**src/rtl/kamus_div_seq.sv**
```systemverilog
// kamus_div_seq
// Iterative divide sequencer for DIV, DIVU, REM and REMU. Decode steers divide
// ops here instead of the single-cycle ALU. While a radix-2^BITS_PER_CYCLE
// restoring division runs, the pipeline is held. The result then returns with
// the destination tag captured at accept.
//
// Ports:
//   clk_i       rising-edge clock
//   rst_i       synchronous active-high reset
//   start_i     divide request, taken only while ready_o=1
//   op_i        00 DIV, 01 DIVU, 10 REM, 11 REMU
//   rs1_data_i  dividend
//   rs2_data_i  divisor
//   tag_i       destination register tag
//   flush_i     abort any operation in flight
//   ready_o     idle and able to accept
//   stall_o     hold upstream stages
//   done_o      one-cycle pulse, result_o/tag_o valid
//   result_o    quotient or remainder, held until the next finalise
//   tag_o       tag of the finalised operation
//
// BITS_PER_CYCLE must be 1, 2 or 4 and must divide XLEN.
module kamus_div_seq #(
   parameter int XLEN           = 32,
   parameter int BITS_PER_CYCLE = 1,
   parameter int TAG_W          = 5
) (
   input  logic             clk_i,
   input  logic             rst_i,
   input  logic             start_i,
   input  logic [1:0]       op_i,
   input  logic [XLEN-1:0]  rs1_data_i,
   input  logic [XLEN-1:0]  rs2_data_i,
   input  logic [TAG_W-1:0] tag_i,
   input  logic             flush_i,
   output logic             ready_o,
   output logic             stall_o,
   output logic             done_o,
   output logic [XLEN-1:0]  result_o,
   output logic [TAG_W-1:0] tag_o
);

   localparam int ITER  = XLEN / BITS_PER_CYCLE;
   localparam int CNT_W = (ITER > 1) ? $clog2(ITER) : 1;
   localparam logic [CNT_W-1:0] LAST_CNT = CNT_W'(ITER - 1);
   localparam logic [XLEN-1:0]  MIN_NEG  = {1'b1, {(XLEN-1){1'b0}}};

   typedef enum logic [1:0] {
      IDLE,
      CALC,
      DONE
   } state_t;

   state_t            state_q;
   logic [CNT_W-1:0]  cnt_q;
   logic [XLEN-1:0]   rem_q;
   logic [XLEN-1:0]   quo_q;
   logic [XLEN-1:0]   div_q;
   logic              sel_rem_q;
   logic              neg_quo_q;
   logic              neg_rem_q;
   logic [TAG_W-1:0]  tag_lat_q;
   logic [XLEN-1:0]   result_q;
   logic [TAG_W-1:0]  tag_q;

   logic              accept;
   logic              is_signed;
   logic              rs1_neg;
   logic              rs2_neg;
   logic [XLEN-1:0]   rs1_mag;
   logic [XLEN-1:0]   rs2_mag;
   logic              div_zero;
   logic              overflow;
   logic [XLEN-1:0]   special_res;

   logic [XLEN-1:0]   step_rem;
   logic [XLEN-1:0]   step_quo;
   logic [XLEN:0]     shifted;
   logic [XLEN:0]     trial;
   logic [XLEN-1:0]   fin_quo;
   logic [XLEN-1:0]   fin_rem;

   // Status outputs are pure decodes of the state. stall_o also rises in the
   // accept cycle, so the requesting instruction holds in place without a
   // bubble.
   assign accept   = (state_q == IDLE) && start_i && !flush_i;
   assign ready_o  = (state_q == IDLE);
   assign stall_o  = (state_q == CALC) || accept;
   assign done_o   = (state_q == DONE);
   assign result_o = result_q;
   assign tag_o    = tag_q;

   // Operand preparation at accept. For signed ops the magnitude is a plain
   // two's complement negate, so the most negative value stays 0x80..0. Read
   // as unsigned, that is already the right magnitude.
   always_comb begin
      is_signed   = !op_i[0];
      rs1_neg     = is_signed && rs1_data_i[XLEN-1];
      rs2_neg     = is_signed && rs2_data_i[XLEN-1];
      rs1_mag     = rs1_neg ? (~rs1_data_i + 1'b1) : rs1_data_i;
      rs2_mag     = rs2_neg ? (~rs2_data_i + 1'b1) : rs2_data_i;
      div_zero    = (rs2_data_i == '0);
      overflow    = is_signed && (rs1_data_i == MIN_NEG) && (rs2_data_i == '1);
      special_res = '0;
      if (div_zero) begin
         special_res = op_i[1] ? rs1_data_i : '1;
      end else begin
         special_res = op_i[1] ? '0 : MIN_NEG;
      end
   end

   // BITS_PER_CYCLE restoring steps, chained within one cycle. The shifted
   // partial remainder can reach 2*divisor-1, so the trial subtract is one bit
   // wider than XLEN. The top bit of the trial is then a true sign.
   always_comb begin
      step_rem = rem_q;
      step_quo = quo_q;
      shifted  = '0;
      trial    = '0;
      for (int i = 0; i < BITS_PER_CYCLE; i++) begin
         shifted  = {step_rem, step_quo[XLEN-1]};
         step_quo = {step_quo[XLEN-2:0], 1'b0};
         trial    = shifted - {1'b0, div_q};
         if (!trial[XLEN]) begin
            step_rem    = trial[XLEN-1:0];
            step_quo[0] = 1'b1;
         end else begin
            step_rem    = shifted[XLEN-1:0];
         end
      end
      fin_quo = neg_quo_q ? (~step_quo + 1'b1) : step_quo;
      fin_rem = neg_rem_q ? (~step_rem + 1'b1) : step_rem;
   end

   // Sequencer FSM. result/tag outputs change only on a finalise: either a
   // special case resolved at accept, or the last CALC step. An aborted
   // operation therefore never disturbs the previous result.
   always_ff @(posedge clk_i) begin
      if (rst_i) begin
         state_q   <= IDLE;
         cnt_q     <= '0;
         rem_q     <= '0;
         quo_q     <= '0;
         div_q     <= '0;
         sel_rem_q <= 1'b0;
         neg_quo_q <= 1'b0;
         neg_rem_q <= 1'b0;
         tag_lat_q <= '0;
         result_q  <= '0;
         tag_q     <= '0;
      end else begin
         case (state_q)
            IDLE: begin
               if (accept) begin
                  sel_rem_q <= op_i[1];
                  neg_quo_q <= rs1_neg ^ rs2_neg;
                  neg_rem_q <= rs1_neg;
                  tag_lat_q <= tag_i;
                  rem_q     <= '0;
                  quo_q     <= rs1_mag;
                  div_q     <= rs2_mag;
                  cnt_q     <= '0;
                  if (div_zero || overflow) begin
                     result_q <= special_res;
                     tag_q    <= tag_i;
                     state_q  <= DONE;
                  end else begin
                     state_q  <= CALC;
                  end
               end
            end
            CALC: begin
               if (flush_i) begin
                  state_q <= IDLE;
               end else begin
                  rem_q <= step_rem;
                  quo_q <= step_quo;
                  cnt_q <= cnt_q + CNT_W'(1);
                  if (cnt_q == LAST_CNT) begin
                     result_q <= sel_rem_q ? fin_rem : fin_quo;
                     tag_q    <= tag_lat_q;
                     state_q  <= DONE;
                  end
               end
            end
            DONE: begin
               state_q <= IDLE;
            end
            default: begin
               state_q <= IDLE;
            end
         endcase
      end
   end

endmodule

```
**config.mk**
```make
export PLATFORM = sky130hd
export DESIGN_NAME = kamus_div_seq
export DESIGN_NICKNAME = d
export VERILOG_FILES = /design/src/rtl/kamus_div_seq.sv
export SDC_FILE = /design/constraint.sdc
export NUM_CORES = 1
export LEC_CHECK = 0
export CORE_MARGIN = 2
export CORE_UTILIZATION = 45
export DETAILED_ROUTE_END_ITERATION = 10
export GPL_TIMING_DRIVEN = 0
export PLACE_DENSITY = 0.69
export SYNTH_ARGS = -nofsm -noshare
export SYNTH_HDL_FRONTEND = slang
export SYNTH_SLANG_ARGS = --single-unit
```
**constraint.sdc**
```tcl
create_clock -name clk_i -period 11.92 [get_ports clk_i]
set_input_delay 1.788 -clock clk_i [delete_from_list [all_inputs] [get_ports clk_i]]
set_output_delay 1.788 -clock clk_i [all_outputs]
set_load 0.05 [all_outputs]
```
Yosys cells after proc, flatten, opt, wreduce, memory -nomap -nowiden
Index checks and enable logic that the tools add are counted.

storage, ports and cells
  flip-flop bits (word level) = 148
  bits in latches = 0
  RAM bits = 0
  bits in read-only memories = 0
  input bits = 75
  output and inout bits = 40
  word-level logic and storage cells = 83
  memories = 0

operators by class
  $add $sub $neg = 6
  multipliers = 0
  divide/modulo/power cells = 0
  order comparisons = 0
  equality and inequality tests = 10
  shift-type cells = 0
  multiplexer cells = 34
  bitwise logic cells = 5
  reduce and logical (&&, ||, !) cells = 17

operators by type and width
  kind                                                                     count
  32-bit 2-to-1 mux                                                        17
  32-bit one-hot mux with 2 select lines                                   3
  32-bit by 1-bit adder with 32-bit output, second input constant          4
  32-bit NOT                                                               4
  32-bit == test, second input constant                                    2
  33-bit by 32-bit subtractor with 33-bit output                           1
  32-bit logical NOT                                                       1
  5-bit 2-to-1 mux                                                         6
  5-bit one-hot mux with 2 select lines                                    2
  2-bit 2-to-1 mux                                                         4
  1-bit logical AND                                                        6
  2-bit by 1-bit inequality test with 1-bit output, second input constant  3
  5-bit by 1-bit adder with 5-bit output, second input constant            1
  5-bit == test, second input constant                                     1
  5-bit AND reduction                                                      1
  2-bit one-hot mux with 2 select lines                                    1
  2-bit AND reduction                                                      2
  3-bit by 2-bit inequality test with 1-bit output, second input constant  1
  3-bit AND reduction                                                      1
  2-bit by 1-bit == test with 1-bit output, second input constant          1
  2-bit == test, second input constant                                     1
  1-bit logical NOT                                                        2
  2-bit logical NOT                                                        1
  1-bit logical OR                                                         2
  other kinds (4)                                                          4

Depth between registers and ports, before layout
Gate-level depths: netlist (run 1).

  depth after elaboration = 9
  gate-level depth with buffers = 25
  mapped depth without buffers = 22

Worst setup path after synthesis (run 1)
Ideal clock, no wire load.

  kind = register to register
  from = reg quo_q[31]
  to = reg result_q[16] (netlist: result_o[16])
  data arrival time = 5198 ps
  required time = 11829 ps
  path slack = 6631 ps
  cell stages (with the launch flop) = 25
  buffers on the path = 3
  clock period less this slack = 5289 ps
  cell sequence = dfxtp_1 > inv_1 > ha_1 > inv_1 > fa_1 > a211oi_2 > o211ai_1 > a21oi_1 > o2111a_1 > o211ai_1 > inv_1 > clkbuf_1 > buf_1 > buf_1 > nor2_1 > a21oi_1 > ha_1 > nand2_1 > inv_1 > o2111ai_1 > or3_1 > o32a_1 > a21o_1 > a311o_1 > a311oi_1

on the way
  cells in the longest elaborated chain, start to end = 9
  elaborated cells between the ends (all ways) = 13
  classes of those cells = add/sub (3); mux (8); bitwise (2)

ends and longest elaborated chain
  what                                                          line      text
  start: declaration                                            57        logic [XLEN-1:0] quo_q;
  start signal: assignment                                      160       quo_q <= rs1_mag;
  start signal: assignment                                      177       quo_q <= step_quo;
  33-bit by 32-bit subtractor with 33-bit output                123       trial = shifted - {1'b0, div_q};
  1-bit 2-to-1 mux / 32-bit 2-to-1 mux (equally long branches)  124       if (!trial[XLEN]) begin
  32-bit NOT (on tied branches)                                 131, 132
  32-bit by 1-bit adder with 32-bit output (on tied branches)   131, 132
  32-bit 2-to-1 mux (on tied branches)                          131, 132
  32-bit 2-to-1 mux *                                           180       result_q <= sel_rem_q ? fin_rem : fin_quo;
  32-bit 2-to-1 mux *                                           179       if (cnt_q == LAST_CNT) begin
  32-bit 2-to-1 mux *                                           173       if (flush_i) begin
  32-bit one-hot mux with 2 select lines *                      152       case (state_q)
  end signal: assignment                                        164       result_q <= special_res;
  end signal: assignment                                        180
  end: declaration                                              63        logic [XLEN-1:0] result_q;

Every way passes the cells marked *; elsewhere a longest branch is shown, timed or not. The select of a mux whose other input is x is not followed.
A chain may end at the register's enable or synchronous reset.

Worst setup path after layout (run 1)
Ends and elaborated chain as after synthesis.

==> results.md, run 1 <==
Clock tree:
- The number of setup buffers added after CTS is 0.
- The number of sinks on the clock net is 148.
- The clock transition at the registers of the reported paths is 0.08 ns.
- At the later pin of the worst-skew pair, clock insertion delay measures 0.44 ns.
- The maximum number of buffers from clock root to sink is 2.
- The H-tree was split into 4 levels.
- CTS placed an instance of sky130_fd_sc_hd__clkbuf_16 at the clock tree root.
- The total clock buffers created by CTS is 17.
- The clock tree from TritonCTS is done.
- The post-cts resize count is 0.
- The number of hold-repair buffers added at the cts stage is 0.

Timing:
- In this run the tightest slew margin relative to its limit is 0.211.
- For the pin with the worst max-slew slack, the measured transition is 1.15 ns.
- The maximum frequency from static timing analysis is 0.133 GHz.
- The worst hold-check slack is 0.460 ns.
- On the final layout, the worst clock skew is 0.0157 ns.
- Adding up every negative setup slack in the final design gives 0 ns.
- The final-report hold violation count came to 0.
- For the finished layout, the period the worst path requires is 7.53 ns.
- Setup repair after global routing left no endpoint under its margin.
- The setup violation total in the final timing report is 0.
- The final clock period utilization by the worst path is 0.632.
- The number of pins with negative max-slew slack in the final report is 0.

Finish:
- The filler cell count in the final layout is 2497.
- The final core area utilization is 0.545.
- The share of cells above drive strength 1 is 0.0275.
- From synthesis to final layout, the design area changed by 18.3%.
- The number of nets in the layout is 1884.
- The repair_antennas step left the layout with diodes totalling 0.
- The final instance count without filler cells is 2112.

Floorplan:
- The area of the core is 0.0253 mm².
- The number of ports placed on the die boundary is 115.
- For this configuration, the core starts out at a cell density of 0.461.
- The full die area is 0.0272 mm².
- The row count is 58.
- The die height is 165 µm.
- Measured along the x axis, the die boundary spans 165 µm.

Power and ir drop:
- The maximum ir drop on the vdd rail is 0.0744 mV.
- The part of the power in the clock network is 0.347.
- The switching power is 0.000623 W.
- The share of total power dissipated in sequential elements is 0.344.
- The internal power of the cells totals 0.000965 W.
- The logic gate share of total power is 0.309.
- The switching power share of the total is 0.392.
- The total power divided by cell area is 115 mW/mm².
- Summed over all cells, the static leakage comes to 5.01 nW.

Global route:
- The combined global-route utilization of all metal layers is 0.339.
- The global-route layer with the greatest usage is met2.
- The global-route wire length before repair is 70100 µm.
- The fraction of met1 tracks used by global routing is 0.476.
- The initial antenna violation count is 0.
- For this run, global-route usage on met3 was measured as 0.0691.
- The via count of the first global-routing pass is 12400.
- The pin count of the biggest net entering global routing is 18.
- The met2 global-route usage is 0.520.
- The final global-route overflow total is 0.

Worst setup path:
- The highest fanout seen on the critical path is 10.
- STA classifies the critical path endpoint as a flop.
- The critical path is of the reg2reg type.
- STA classifies the critical path startpoint as a flop.
- For the worst setup path, the data required time is 12.27 ns.
- The arrival time of the worst setup path is 7.88 ns.

Yosys:
- Of the post-synthesis cell area, the dominant cell type holds 0.255.
- Synthesis inferred 148 register bits.
- The synthesized instance count is 1637.
- The mean post-synth cell area is 7.11 µm².
- The most used flip-flop cell after synthesis is sky130_fd_sc_hd__dfxtp_1.
- For this run, the number of Yosys warnings is 0.
- After synthesis, the netlist uses 73 different library cells.
- In the post-synthesis netlist, the cell with the most instances is sky130_fd_sc_hd__nor2_1.
- Counting instances in the post-synthesis netlist gives the leading cell types as sky130_fd_sc_hd__nor2_1, sky130_fd_sc_hd__a21oi_1, sky130_fd_sc_hd__nand2_1.
- Of all flip-flops after synthesis, the portion carrying an async set or reset was 0.
- The cell type with the largest total area after synthesis is sky130_fd_sc_hd__dfxtp_1.
- The number of enable flip-flop cells after synthesis is 0.
- By area the synthesized netlist is led by sky130_fd_sc_hd__dfxtp_1, sky130_fd_sc_hd__nor2_1, sky130_fd_sc_hd__a21oi_1, sky130_fd_sc_hd__nand2_1, sky130_fd_sc_hd__xnor2_1.
- For this run, the register share of the synthesized area comes to 0.255.
- The total nets after synthesis is 1752.
- The combined area of all synthesized cells is 0.0116 mm².

Routing:
- The residual antenna-violating net count after detailed routing is 0.
- After detailed routing, the number of vias per cell comes to 6.34.
- The count of unresolved DRC violations after routing is 0.
- The final wirelength is 46300 µm.
- The initial DRC count is 1570.
- The final routed wire length divided by cell count is 21.9 µm.
- The via total after detailed routing is 13400.
- The number of search-and-repair iterations in the first detailed-routing pass is 9.

Job:
- Across the run, the number of max-cap violations was 0.

Placed design:
- The global placer's final weighted congestion is 1.02.
- The post-placement cell count is 2080.
- Input and output buffers added on the ports amount to 113.
- The total half-perimeter wirelength after legalization and detailed placement is 36400 µm.

Min path:
- The worst hold path class is reg2reg.

Outcome:
- The run finished with clean final reports.
## metal layers
layer | up-vias | share of wire
met1 | 6303 | 0.44
met5 | - | 0
met3 | 95 | 0.10
met4 | 0 | 0.029
li1 | 6238 | -
met2 | 756 | 0.43
## power by group through the flow
stage / Combinational, W / Clock (W) / Sequential [W]
after floorplan: 0.000296 / 0 / 0.000566
after global placement: 0.000468 / 0 / 0.000557
after detailed placement: 0.000472 / 0 / 0.000557
after CTS: 0.000475 / 0.000549 / 0.000546
after global routing: 0.000528 / 0.000571 / 0.000550
final: 0.000491 / 0.000551 / 0.000547
## placed cells by master, fill, tap and decap left out, drive strengths merged, types with 22 or more instances in the layout
| master | synthesis | final |
|---|---|---|
| clkbuf | 93 | 110 |
| nand2 | 151 | 151 |
| dfxtp | 148 | 148 |
| inv | 60 | 70 |
| o21ai | 101 | 101 |
| or3 | 22 | 22 |
| xor2 | 58 | 58 |
| a211oi | 68 | 68 |
| clkdlybuf4s50 | 0 | 113 |
| mux2i | 22 | 22 |
| a21oi | 157 | 157 |
| nor2 | 254 | 254 |
| o211ai | 26 | 26 |
| nand3 | 22 | 22 |
| ha | 39 | 39 |
| a311oi | 28 | 28 |
| xnor2 | 58 | 58 |
| nor3 | 51 | 51 |
## cells by family (layout without fill, tap and decap cells)
family | after synthesis | count (layout) | share of synthesized area
AOI/OAI and AO/OA | 528 | 528 | 0.298
xor gates and xnor gates | 116 | 116 | 0.0873
adders and majority gates | 40 | 40 | 0.0437
buffers and inverters | 164 | 309 | 0.0529
DFF | 148 | 148 | 0.255
muxes | 24 | 24 | 0.0209
and+or+nand+nor | 617 | 617 | 0.243
## critical path, stage by stage, from the launching register on
cell,delay [ns]
sky130_fd_sc_hd__dfxtp_1,0.34
sky130_fd_sc_hd__inv_1,0.09
sky130_fd_sc_hd__ha_1,0.20
sky130_fd_sc_hd__inv_1,0.06
sky130_fd_sc_hd__fa_1,0.45
sky130_fd_sc_hd__a211oi_2,0.31
sky130_fd_sc_hd__o211ai_1,0.22
sky130_fd_sc_hd__a21oi_1,0.61
sky130_fd_sc_hd__o2111a_1,0.29
sky130_fd_sc_hd__o211ai_1,0.21
sky130_fd_sc_hd__inv_1,0.13
sky130_fd_sc_hd__clkbuf_1,0.56
sky130_fd_sc_hd__buf_1,0.73
sky130_fd_sc_hd__buf_1,0.53
sky130_fd_sc_hd__nor2_1,0.08
sky130_fd_sc_hd__a21oi_1,0.27
sky130_fd_sc_hd__ha_1,0.37
sky130_fd_sc_hd__nand2_1,0.09
sky130_fd_sc_hd__inv_1,0.09
sky130_fd_sc_hd__o2111ai_1,0.19
sky130_fd_sc_hd__or3_1,0.44
sky130_fd_sc_hd__o32a_1,0.34
sky130_fd_sc_hd__a21o_1,0.19
sky130_fd_sc_hd__a311o_1,0.36
sky130_fd_sc_hd__a311oi_1,0.27
## final timing paths
check,depth (start not counted),end,slack (ns),from
max,24,result_o[16]$_SDFFE_PP0P_,4.39,quo_q[31]$_SDFFE_PP0P_
min,2,tag_lat_q[0]$_SDFFE_PP0P_,0.46,tag_lat_q[0]$_SDFFE_PP0P_
max reg2reg,24,result_o[16]$_SDFFE_PP0P_,4.39,quo_q[31]$_SDFFE_PP0P_
min reg2reg,2,tag_lat_q[0]$_SDFFE_PP0P_,0.46,tag_lat_q[0]$_SDFFE_PP0P_
## stage by stage
stage               total power [W]  worst slack (ns)  area (µm²)
finish                      0.00159              4.39       13800
global route                0.00165              4.10       13800
CTS                         0.00157              4.72       13800
detailed placement          0.00103              4.75       13200
global placement            0.00102              4.76       13200
floorplan                  0.000863              6.63       11600
## cell type report
cell class | instances | area [µm²] | share of cell area
Buffer | 103 | 387 | 0.0281
Clock inverter | 15 | 159 | 0.0115
Multi-Input combinational cell | 1325 | 8050 | 0.585
Timing Repair Buffer | 113 | 1130 | 0.0822
Tap cell | 330 | 413 | 0.0300
Inverter | 61 | 229 | 0.0166
Clock buffer | 17 | 425 | 0.0309
Sequential cell | 148 | 2960 | 0.215
## state kept, by name, summed over array words and instances (netlist names)
| register | count |
|---|---|
| cnt_q | 5 |
| div_q | 32 |
| neg_quo_q | 1 |
| neg_rem_q | 1 |
| quo_q | 32 |
| rem_q | 32 |
| result_o | 32 |
| sel_rem_q | 1 |
| state_q | 2 |
| tag_lat_q | 5 |
| tag_o | 5 |
No activity file was read; power rests on OpenSTA's default activity.
==> run 2, diff against run 1 <==
--- a/config.mk
+++ b/config.mk
@@ -9,7 +9,7 @@
 export CORE_UTILIZATION = 45
 export DETAILED_ROUTE_END_ITERATION = 10
 export GPL_TIMING_DRIVEN = 0
-export PLACE_DENSITY = 0.69
+export PLACE_DENSITY = 0.72
 export SYNTH_ARGS = -nofsm -noshare
 export SYNTH_HDL_FRONTEND = slang
 export SYNTH_SLANG_ARGS = --single-unit
==> constraint.sdc (replaced) <==
create_clock -name clk_i -period 6.1 [get_ports clk_i]
set_input_delay 0.915 -clock clk_i [delete_from_list [all_inputs] [get_ports clk_i]]
set_output_delay 0.915 -clock clk_i [all_outputs]
set_load 0.05 [all_outputs]
==> results.md, run 2 (same netlist as run 1, synthesis figures left out) <==
Power and ir drop:
- The total power divided by cell area is 230 mW/mm² (was 115 mW/mm²).
- The leakage power came to 5.06 nW (was 5.01 nW).
- The part of the power in the clock network is 0.364 (was 0.347).
- The logic gate share of total power is 0.301 (was 0.309).
- The final total power is 0.00319 W (was 0.00159 W).
- The maximum ir drop on the vdd rail is 0.161 mV (was 0.0744 mV).
- The relative contribution of sequential cells to total power is 0.336 (was 0.344).
- The switching power share of the total is 0.369 (was 0.392).
- The cell internal power dissipation came to 0.00201 W (was 0.000965 W).
- The switching power is 0.00118 W (was 0.000623 W).

Worst setup path:
- The category of the most critical setup path is reg2reg (unchanged).
- The setup slack on the worst flop-to-flop path is 0.28 ns (was 4.39 ns).
- The terminus of the critical flop-to-flop path is result_o[16]$_SDFFE_PP0P_ (unchanged).
- The worst endpoint required time was 6.44 ns (was 12.27 ns).
- The critical path startpoint category is a flop (unchanged).
- The number of cells traversed by the worst register-to-register path came to 24 (unchanged).
- The highest fanout seen on the critical path is 10 (unchanged).
- The start of the worst register-to-register path is quo_q[31]$_SDFFE_PP0P_ (unchanged).
- The worst setup path endpoint is result_o[16]$_SDFFE_PP0P_ (unchanged).
- The arrival time of the worst setup path came to 6.16 ns (was 7.88 ns).
- The critical path endpoint category is a flop (unchanged).
- The origin of the worst setup path is quo_q[31]$_SDFFE_PP0P_ (unchanged).

Clock tree:
- The clock root buffer master is sky130_fd_sc_hd__clkbuf_16 (unchanged).
- The maximum number of buffers from clock root to sink was 2 (unchanged).
- The clock network latency to the later pin of the worst-skew pair is 0.44 ns (about the same).
- The total clock buffers created by CTS is 17 (unchanged).
- The H-tree depth is 4 (unchanged).
- The clock transition at the registers of the reported paths was 0.07 ns (was 0.08 ns).
- The clock tree from TritonCTS is done (unchanged).
- The number of sinks on the clock net is 148 (unchanged).

Floorplan:
- The die height was 165 µm (unchanged).
- The horizontal die dimension came to 165 µm (unchanged).
- The full die area was 0.0272 mm² (unchanged).
- The row count is 58 (unchanged).
- The area of the core is 0.0253 mm² (unchanged).
- The number of ports placed on the die boundary is 115 (unchanged).
- The initial core utilization came to 0.461 (unchanged).

Routing:
- The via total after detailed routing was 13500 (was 13400).
- The residual antenna-violating net count after detailed routing is 0 (unchanged).
- The number of search-and-repair iterations in the first detailed-routing pass was 9 (unchanged).
- The initial DRC count is 1668 (was 1570).
- The number of vias per cell is 6.38 (was 6.34).
- The final wirelength is 45600 µm (was 46300 µm).
- The final routed wire length divided by cell count is 21.6 µm (was 21.9 µm).
- The count of unresolved DRC violations after routing was 0 (unchanged).

Placed design:
- The global placer's final weighted congestion is 1.03 (was 1.02).
- The number of buffers inserted by port buffering was 113 (unchanged).
- The standard cell area after detailed placement is 0.0132 mm² (unchanged).
- The total half-perimeter wirelength after legalization and detailed placement was 35700 µm (was 36400 µm).

Timing:
- The number of pins with negative max-slew slack in the final report is 0 (unchanged).
- The setup clock skew after layout is 0.0160 ns (was 0.0157 ns).
- The aggregate negative setup slack is 0 ns (unchanged).
- The final-report hold violation count is 0 (unchanged).
- Setup repair after global routing missed its margin: false (unchanged).
- The setup violation total in the final timing report was 0 (unchanged).
- The slew at the pin closest to its max-slew limit is 1.18 ns (was 1.15 ns).
- The final clock period utilization by the worst path is 0.954 (was 0.632).
- The maximum frequency from static timing analysis came to 0.172 GHz (was 0.133 GHz).
- The time the final worst path needs with I/O delays and setup is 5.82 ns (was 7.53 ns).
- The worst slew margin relative to its limit is 0.203 (was 0.211).

Global route:
- The met2 global-route usage came to 0.505 (was 0.520).
- The combined global-route utilization of all metal layers is 0.330 (was 0.339).
- The fraction of met1 tracks used by global routing came to 0.469 (was 0.476).
- The pin count of the biggest net entering global routing is 17 (was 18).
- The final global-route overflow total came to 0 (unchanged).
- The global-route wire length before repair is 68900 µm (was 70100 µm).
- The global-route layer with the greatest usage is met2 (unchanged).
- The initial antenna violation count is 0 (unchanged).
- The via count of the first global-routing pass is 12300 (was 12400).
- The met3 track demand over resource in global routing came to 0.0590 (was 0.0691).

Finish:
- The growth of design area from synthesis to finish was 19.1% (was 18.3%).
- The area of the multi-input gates is 0.00807 mm² (was 0.00805 mm²).
- The filler cell count in the final layout is 2519 (was 2497).
- The cell area after layout was 0.0139 mm² (was 0.0138 mm²).
- The share of cells above drive strength 1 is 0.0336 (was 0.0275).
- The antenna diode count is 0 (unchanged).
- The number of nets in the layout is 1886 (was 1884).
- The sequential cell area is 0.00296 mm² (unchanged).
- Commonest cells after routing, fill and taps aside: sky130_fd_sc_hd__nor2_1, sky130_fd_sc_hd__a21oi_1, sky130_fd_sc_hd__nand2_1 (unchanged).
- The most frequent standard cell in the layout excluding fill and tap cells is sky130_fd_sc_hd__nor2_1 (unchanged).

Min path:
- The worst hold path class was reg2reg (unchanged).

Job:
- The max-cap violation count was 0 (unchanged).

Outcome:
- Status: finished clean (unchanged).
[run 2: cell types whose count changed in the layout (fill, tap and decap cells not counted), moves of 2 or more]
cell | before | now
sky130_fd_sc_hd__clkbuf_1 | 93 | 89
sky130_fd_sc_hd__clkbuf_4 | 0 | 2
sky130_fd_sc_hd__bufinv_16 | 0 | 3
sky130_fd_sc_hd__buf_4 | 0 | 2
sky130_fd_sc_hd__inv_8 | 6 | 2
sky130_fd_sc_hd__buf_1 | 10 | 8
sky130_fd_sc_hd__a21oi_1 | 157 | 155
sky130_fd_sc_hd__clkbuf_2 | 0 | 3
[run 2: power by group through the flow]
stage	sequential, W	clock (W)	combinational (W)
2_1_floorplan	0.00111	0	0.000579
3_3_place_gp	0.00109	0	0.000905
3_5_place_dp	0.00109	0	0.000914
4_1_cts	0.00107	0.00116	0.000924
5_1_grt	0.00108	0.00120	0.00103
6_report	0.00107	0.00116	0.000958
[run 2: per-stage QoR]
stage,setup slack [ns],util,hold slack (ns),std cells
after floorplan,0.811,-,0.432,1637
after global placement,-1.03,0.522,0.440,2080
after detailed placement,-1.13,0.522,0.449,2080
after CTS,0.0690,0.548,0.460,2112
after global routing,0.00900,0.549,0.481,2114
final,0.281,0.549,0.457,2114
[run 2: layer usage]
| layer | wire length [µm] | part of all wire |
|---|---|---|
| met1 | 19700 | 0.43 |
| met2 | 19400 | 0.43 |
| met3 | 4950 | 0.11 |
| met4 | 1440 | 0.032 |
| met5 | 0 | 0 |
[run 2: final cells by class]
type                       instances  share of cell area
timing repair buffer             115              0.0827
tap                              330              0.0298
multi-input combinational       1325               0.582
clock buffer                      18              0.0317
sequential                       148               0.214
inverter                          61              0.0165
buffer                           103              0.0292
clock inverter                    14              0.0139
[run 2: worst max-delay path, stage by stage (launching register included)]
cell,delay [ns]
sky130_fd_sc_hd__dfxtp_1,0.35
sky130_fd_sc_hd__inv_1,0.09
sky130_fd_sc_hd__ha_1,0.19
sky130_fd_sc_hd__inv_1,0.06
sky130_fd_sc_hd__fa_1,0.45
sky130_fd_sc_hd__a211oi_2,0.30
sky130_fd_sc_hd__o211ai_1,0.23
sky130_fd_sc_hd__a21oi_4,0.32
sky130_fd_sc_hd__o2111a_1,0.24
sky130_fd_sc_hd__o211ai_1,0.15
sky130_fd_sc_hd__inv_1,0.11
sky130_fd_sc_hd__clkbuf_4,0.25
sky130_fd_sc_hd__buf_6,0.22
sky130_fd_sc_hd__clkbuf_4,0.26
sky130_fd_sc_hd__nor2_1,0.08
sky130_fd_sc_hd__a21oi_2,0.19
sky130_fd_sc_hd__ha_2,0.30
sky130_fd_sc_hd__nand2_1,0.07
sky130_fd_sc_hd__inv_1,0.08
sky130_fd_sc_hd__o2111ai_1,0.17
sky130_fd_sc_hd__or3_1,0.43
sky130_fd_sc_hd__o32a_1,0.34
sky130_fd_sc_hd__a21o_1,0.20
sky130_fd_sc_hd__a311o_1,0.35
sky130_fd_sc_hd__a311oi_1,0.28
[run 2: what timing repair did]
action | 4_1_cts | 5_1_grt
pin swaps | 0 | 2
hold buffers | 0 | 0
setup buffers | 0 | 2
gates resized for setup | 8 | 9
endpoints found under the setup margin | 16 | 6
[run 2: worst min path at each step]
stage	from	endpoint	slack (ns)	cells after the start
after CTS	tag_lat_q[2]$_SDFFE_PP0P_	tag_lat_q[2]$_SDFFE_PP0P_	0.46	2
after detailed placement	tag_lat_q[2]$_SDFFE_PP0P_	tag_lat_q[2]$_SDFFE_PP0P_	0.45	2
after global placement	result_o[30]$_SDFFE_PP0P_	result_o[30]$_SDFFE_PP0P_	0.44	2
after floorplan	div_q[31]$_SDFFE_PP0P_	div_q[31]$_SDFFE_PP0P_	0.43	2
after global routing	tag_lat_q[3]$_SDFFE_PP0P_	tag_lat_q[3]$_SDFFE_PP0P_	0.48	2
final	tag_lat_q[2]$_SDFFE_PP0P_	tag_lat_q[2]$_SDFFE_PP0P_	0.46	2
==> run 3, diff against run 2 <==
--- a/config.mk
+++ b/config.mk
@@ -8,6 +8,7 @@
 export CORE_MARGIN = 2
 export CORE_UTILIZATION = 45
 export DETAILED_ROUTE_END_ITERATION = 10
+export GPL_ROUTABILITY_DRIVEN = 0
 export GPL_TIMING_DRIVEN = 0
 export PLACE_DENSITY = 0.72
 export SYNTH_ARGS = -nofsm -noshare
==> results.md, run 3 (same netlist as run 1, synthesis figures left out) <==
Worst setup path:
- The critical path endpoint category is a flop (unchanged).
- The setup slack on the worst flop-to-flop path came to 0.31 ns (was 0.28 ns).
- The terminus of the critical flop-to-flop path is result_o[16]$_SDFFE_PP0P_ (unchanged).
- The most used cell along the critical path is sky130_fd_sc_hd__inv_1 (unchanged).
- The highest fanout seen on the critical path is 10 (unchanged).
- The arrival time of the worst setup path came to 6.14 ns (was 6.16 ns).
- The category of the most critical setup path is reg2reg (unchanged).
- The start of the worst register-to-register path was quo_q[31]$_SDFFE_PP0P_ (unchanged).
- The critical path startpoint category is a flop (unchanged).
- The number of cells traversed by the worst register-to-register path was 25 (was 24).
- The library cell contributing the largest single delay on the critical path is sky130_fd_sc_hd__fa_1 (unchanged).
- The worst endpoint required time is 6.45 ns (was 6.44 ns).
- The delay contributed by the slowest stage of the critical path is 0.45 ns (about the same).

Routing:
- The number of search-and-repair iterations in the first detailed-routing pass is 7 (was 9).
- The initial DRC count is 1833 (was 1668).
- The final routed wire length divided by cell count was 21.1 µm (was 21.6 µm).
- The residual antenna-violating net count after detailed routing came to 0 (unchanged).
- The final wirelength is 44700 µm (was 45600 µm).
- The number of vias per cell is 6.48 (was 6.38).
- The via total after detailed routing came to 13700 (was 13500).
- The count of unresolved DRC violations after routing is 0 (unchanged).

Global route:
- The met2 global-route usage is 0.494 (was 0.505).
- The pin count of the biggest net entering global routing is 17 (unchanged).
- The final global-route overflow total is 0 (unchanged).
- The global-route wire length before repair is 68500 µm (was 68900 µm).
- The initial antenna violation count is 1 (was 0).
- The combined global-route utilization of all metal layers was 0.325 (was 0.330).
- The via count of the first global-routing pass is 12700 (was 12300).
- The global-route layer with the greatest usage is met2 (unchanged).
- The fraction of met1 tracks used by global routing is 0.434 (was 0.469).
- The met3 track demand over resource in global routing is 0.0849 (was 0.0590).

Clock tree:
- The H-tree depth is 4 (unchanged).
- The clock tree from TritonCTS is done (unchanged).
- The clock root buffer master is sky130_fd_sc_hd__clkbuf_16 (unchanged).
- The clock transition at the registers of the reported paths is 0.07 ns (about the same).
- The number of sinks on the clock net is 148 (unchanged).
- The maximum number of buffers from clock root to sink is 2 (unchanged).
- The number of hold-repair buffers added at the cts stage came to 0 (unchanged).
- The total clock buffers created by CTS is 17 (unchanged).
- The clock network latency to the later pin of the worst-skew pair came to 0.45 ns (was 0.44 ns).

Finish:
- The share of cells above drive strength 1 came to 0.0358 (was 0.0336).
- Commonest cells after routing, fill and taps aside: sky130_fd_sc_hd__nor2_1, sky130_fd_sc_hd__a21oi_1, sky130_fd_sc_hd__nand2_1 (unchanged).
- The growth of design area from synthesis to finish came to 19.7% (was 19.1%).
- The number of nets in the layout was 1888 (was 1886).
- The most frequent standard cell in the layout excluding fill and tap cells was sky130_fd_sc_hd__nor2_1 (unchanged).
- The antenna diode count is 0 (unchanged).

Power and ir drop:
- The switching power share of the total is 0.367 (was 0.369).
- The total power divided by cell area came to 233 mW/mm² (was 230 mW/mm²).
- The cell internal power dissipation was 0.00205 W (was 0.00201 W).
- The switching power is 0.00119 W (was 0.00118 W).
- The maximum ir drop on the vdd rail is 0.127 mV (was 0.161 mV).
- The final total power is 0.00324 W (was 0.00319 W).
- The leakage power is 5.10 nW (was 5.06 nW).
- The logic gate share of total power is 0.297 (was 0.301).
- The relative contribution of sequential cells to total power was 0.331 (was 0.336).
- The part of the power in the clock network is 0.373 (was 0.364).

Timing:
- The worst slew margin relative to its limit is 0.154 (was 0.203).
- The time the final worst path needs with I/O delays and setup is 5.79 ns (was 5.82 ns).
- The setup clock skew after layout is 0.0164 ns (was 0.0160 ns).
- The final-report hold violation count is 0 (unchanged).
- The slew at the pin closest to its max-slew limit was 1.24 ns (was 1.18 ns).
- The final clock period utilization by the worst path is 0.949 (was 0.954).
- The worst setup slack after layout is 0.313 ns (was 0.281 ns).
- The worst hold-check slack is 0.458 ns (was 0.457 ns).
- The maximum frequency from static timing analysis came to 0.173 GHz (was 0.172 GHz).
- The number of pins with negative max-slew slack in the final report is 0 (unchanged).
- The setup violation total in the final timing report was 0 (unchanged).

Floorplan:
- The number of ports placed on the die boundary was 115 (unchanged).
- The horizontal die dimension is 165 µm (unchanged).
- The row count is 58 (unchanged).
- The die height is 165 µm (unchanged).
- The initial core utilization is 0.461 (unchanged).
- The area of the core came to 0.0253 mm² (unchanged).
- The full die area is 0.0272 mm² (unchanged).

Placed design:
- The number of buffers inserted by port buffering is 113 (unchanged).
- The setup slack at placement is -0.953 ns (was -1.13 ns).
- The total half-perimeter wirelength after legalization and detailed placement is 34800 µm (was 35700 µm).

Outcome:
- Status: finished clean (unchanged).

Min path:
- The startpoint of the lowest-slack hold path is result_o[26]$_SDFFE_PP0P_ (was tag_lat_q[2]$_SDFFE_PP0P_).
- The worst hold path class is reg2reg (unchanged).
- The hold-critical path endpoint was result_o[26]$_SDFFE_PP0P_ (was tag_lat_q[2]$_SDFFE_PP0P_).
- The worst hold path stage count is 2 (unchanged).

Job:
- The max-cap violation count is 0 (unchanged).
run 3: changes by cell type in the layout (fill, tap and decap cells not counted), sizes merged:
cell and delta:
buf +2, clkinvlp -2, inv +2, bufinv +1, clkbuf -1
run 3: how the worst max path moves through the flow:
| stage | end | from | slack [ns] | depth (start not counted) |
|---|---|---|---|---|
| finish | result_o[16]$_SDFFE_PP0P_ | quo_q[31]$_SDFFE_PP0P_ | 0.31 | 25 |
| global route | result_o[20]$_SDFFE_PP0P_ | quo_q[31]$_SDFFE_PP0P_ | -0.01 | 26 |
| CTS | result_o[20]$_SDFFE_PP0P_ | quo_q[31]$_SDFFE_PP0P_ | 0.005 | 24 |
| detailed placement | result_o[20]$_SDFFE_PP0P_ | quo_q[31]$_SDFFE_PP0P_ | -0.95 | 25 |
| global placement | result_o[20]$_SDFFE_PP0P_ | quo_q[31]$_SDFFE_PP0P_ | -0.94 | 25 |
| floorplan | result_o[16]$_SDFFE_PP0P_ | quo_q[31]$_SDFFE_PP0P_ | 0.81 | 24 |
run 3: area by class of cell:
class                           instances  area, µm²
Fill cell                            2468      11300
Sequential cell                       148       2960
Inverter                               61        229
Multi-Input combinational cell       1325       8100
Clock buffer                           17        425
Clock inverter                         15        234
Buffer                                103        405
Tap cell                              330        413
Timing Repair Buffer                  117       1160
run 3: repair_timing:
| item | 4_1_cts | 5_1_grt |
|---|---|---|
| pin swaps | 0 | 4 |
| buffers inserted | 0 | 4 |
| resized for setup | 6 | 16 |
| setup endpoints to repair | 15 | 11 |
run 3: routing by layer:
| metal | share of wire | vias up |
|---|---|---|
| li1 | - | 6245 |
| met1 | 0.41 | 6364 |
| met2 | 0.43 | 933 |
| met3 | 0.12 | 165 |
| met4 | 0.040 | 2 |
| met5 | 0.00051 | - |
run 3: critical path: cells and delay by family (launching register included):
kind,cells,cell delay [ns]
buf+inv,8,1.19
flops,1,0.37
fa+ha+maj,3,0.85
compound gates,11,2.70
simple gates,3,0.57
run 3: through the flow:
stage | util | cells | area (µm²) | setup TNS, ns
final | 0.552 | 2116 | 13900 | 0
after global routing | 0.552 | 2116 | 13900 | -0.00957
after CTS | 0.549 | 2112 | 13900 | 0
after detailed placement | 0.522 | 2080 | 13200 | -7.24
after global placement | 0.522 | 2080 | 13200 | -7.35
after floorplan | - | 1637 | 11600 | 0
run 3: power by group through the flow:
stage               logic [W]  registers, W  clock network (W)
floorplan            0.000579       0.00111                  0
global placement     0.000891       0.00109                  0
detailed placement   0.000905       0.00109                  0
CTS                  0.000915       0.00107            0.00120
global route          0.00103       0.00108            0.00124
finish               0.000962       0.00107            0.00121
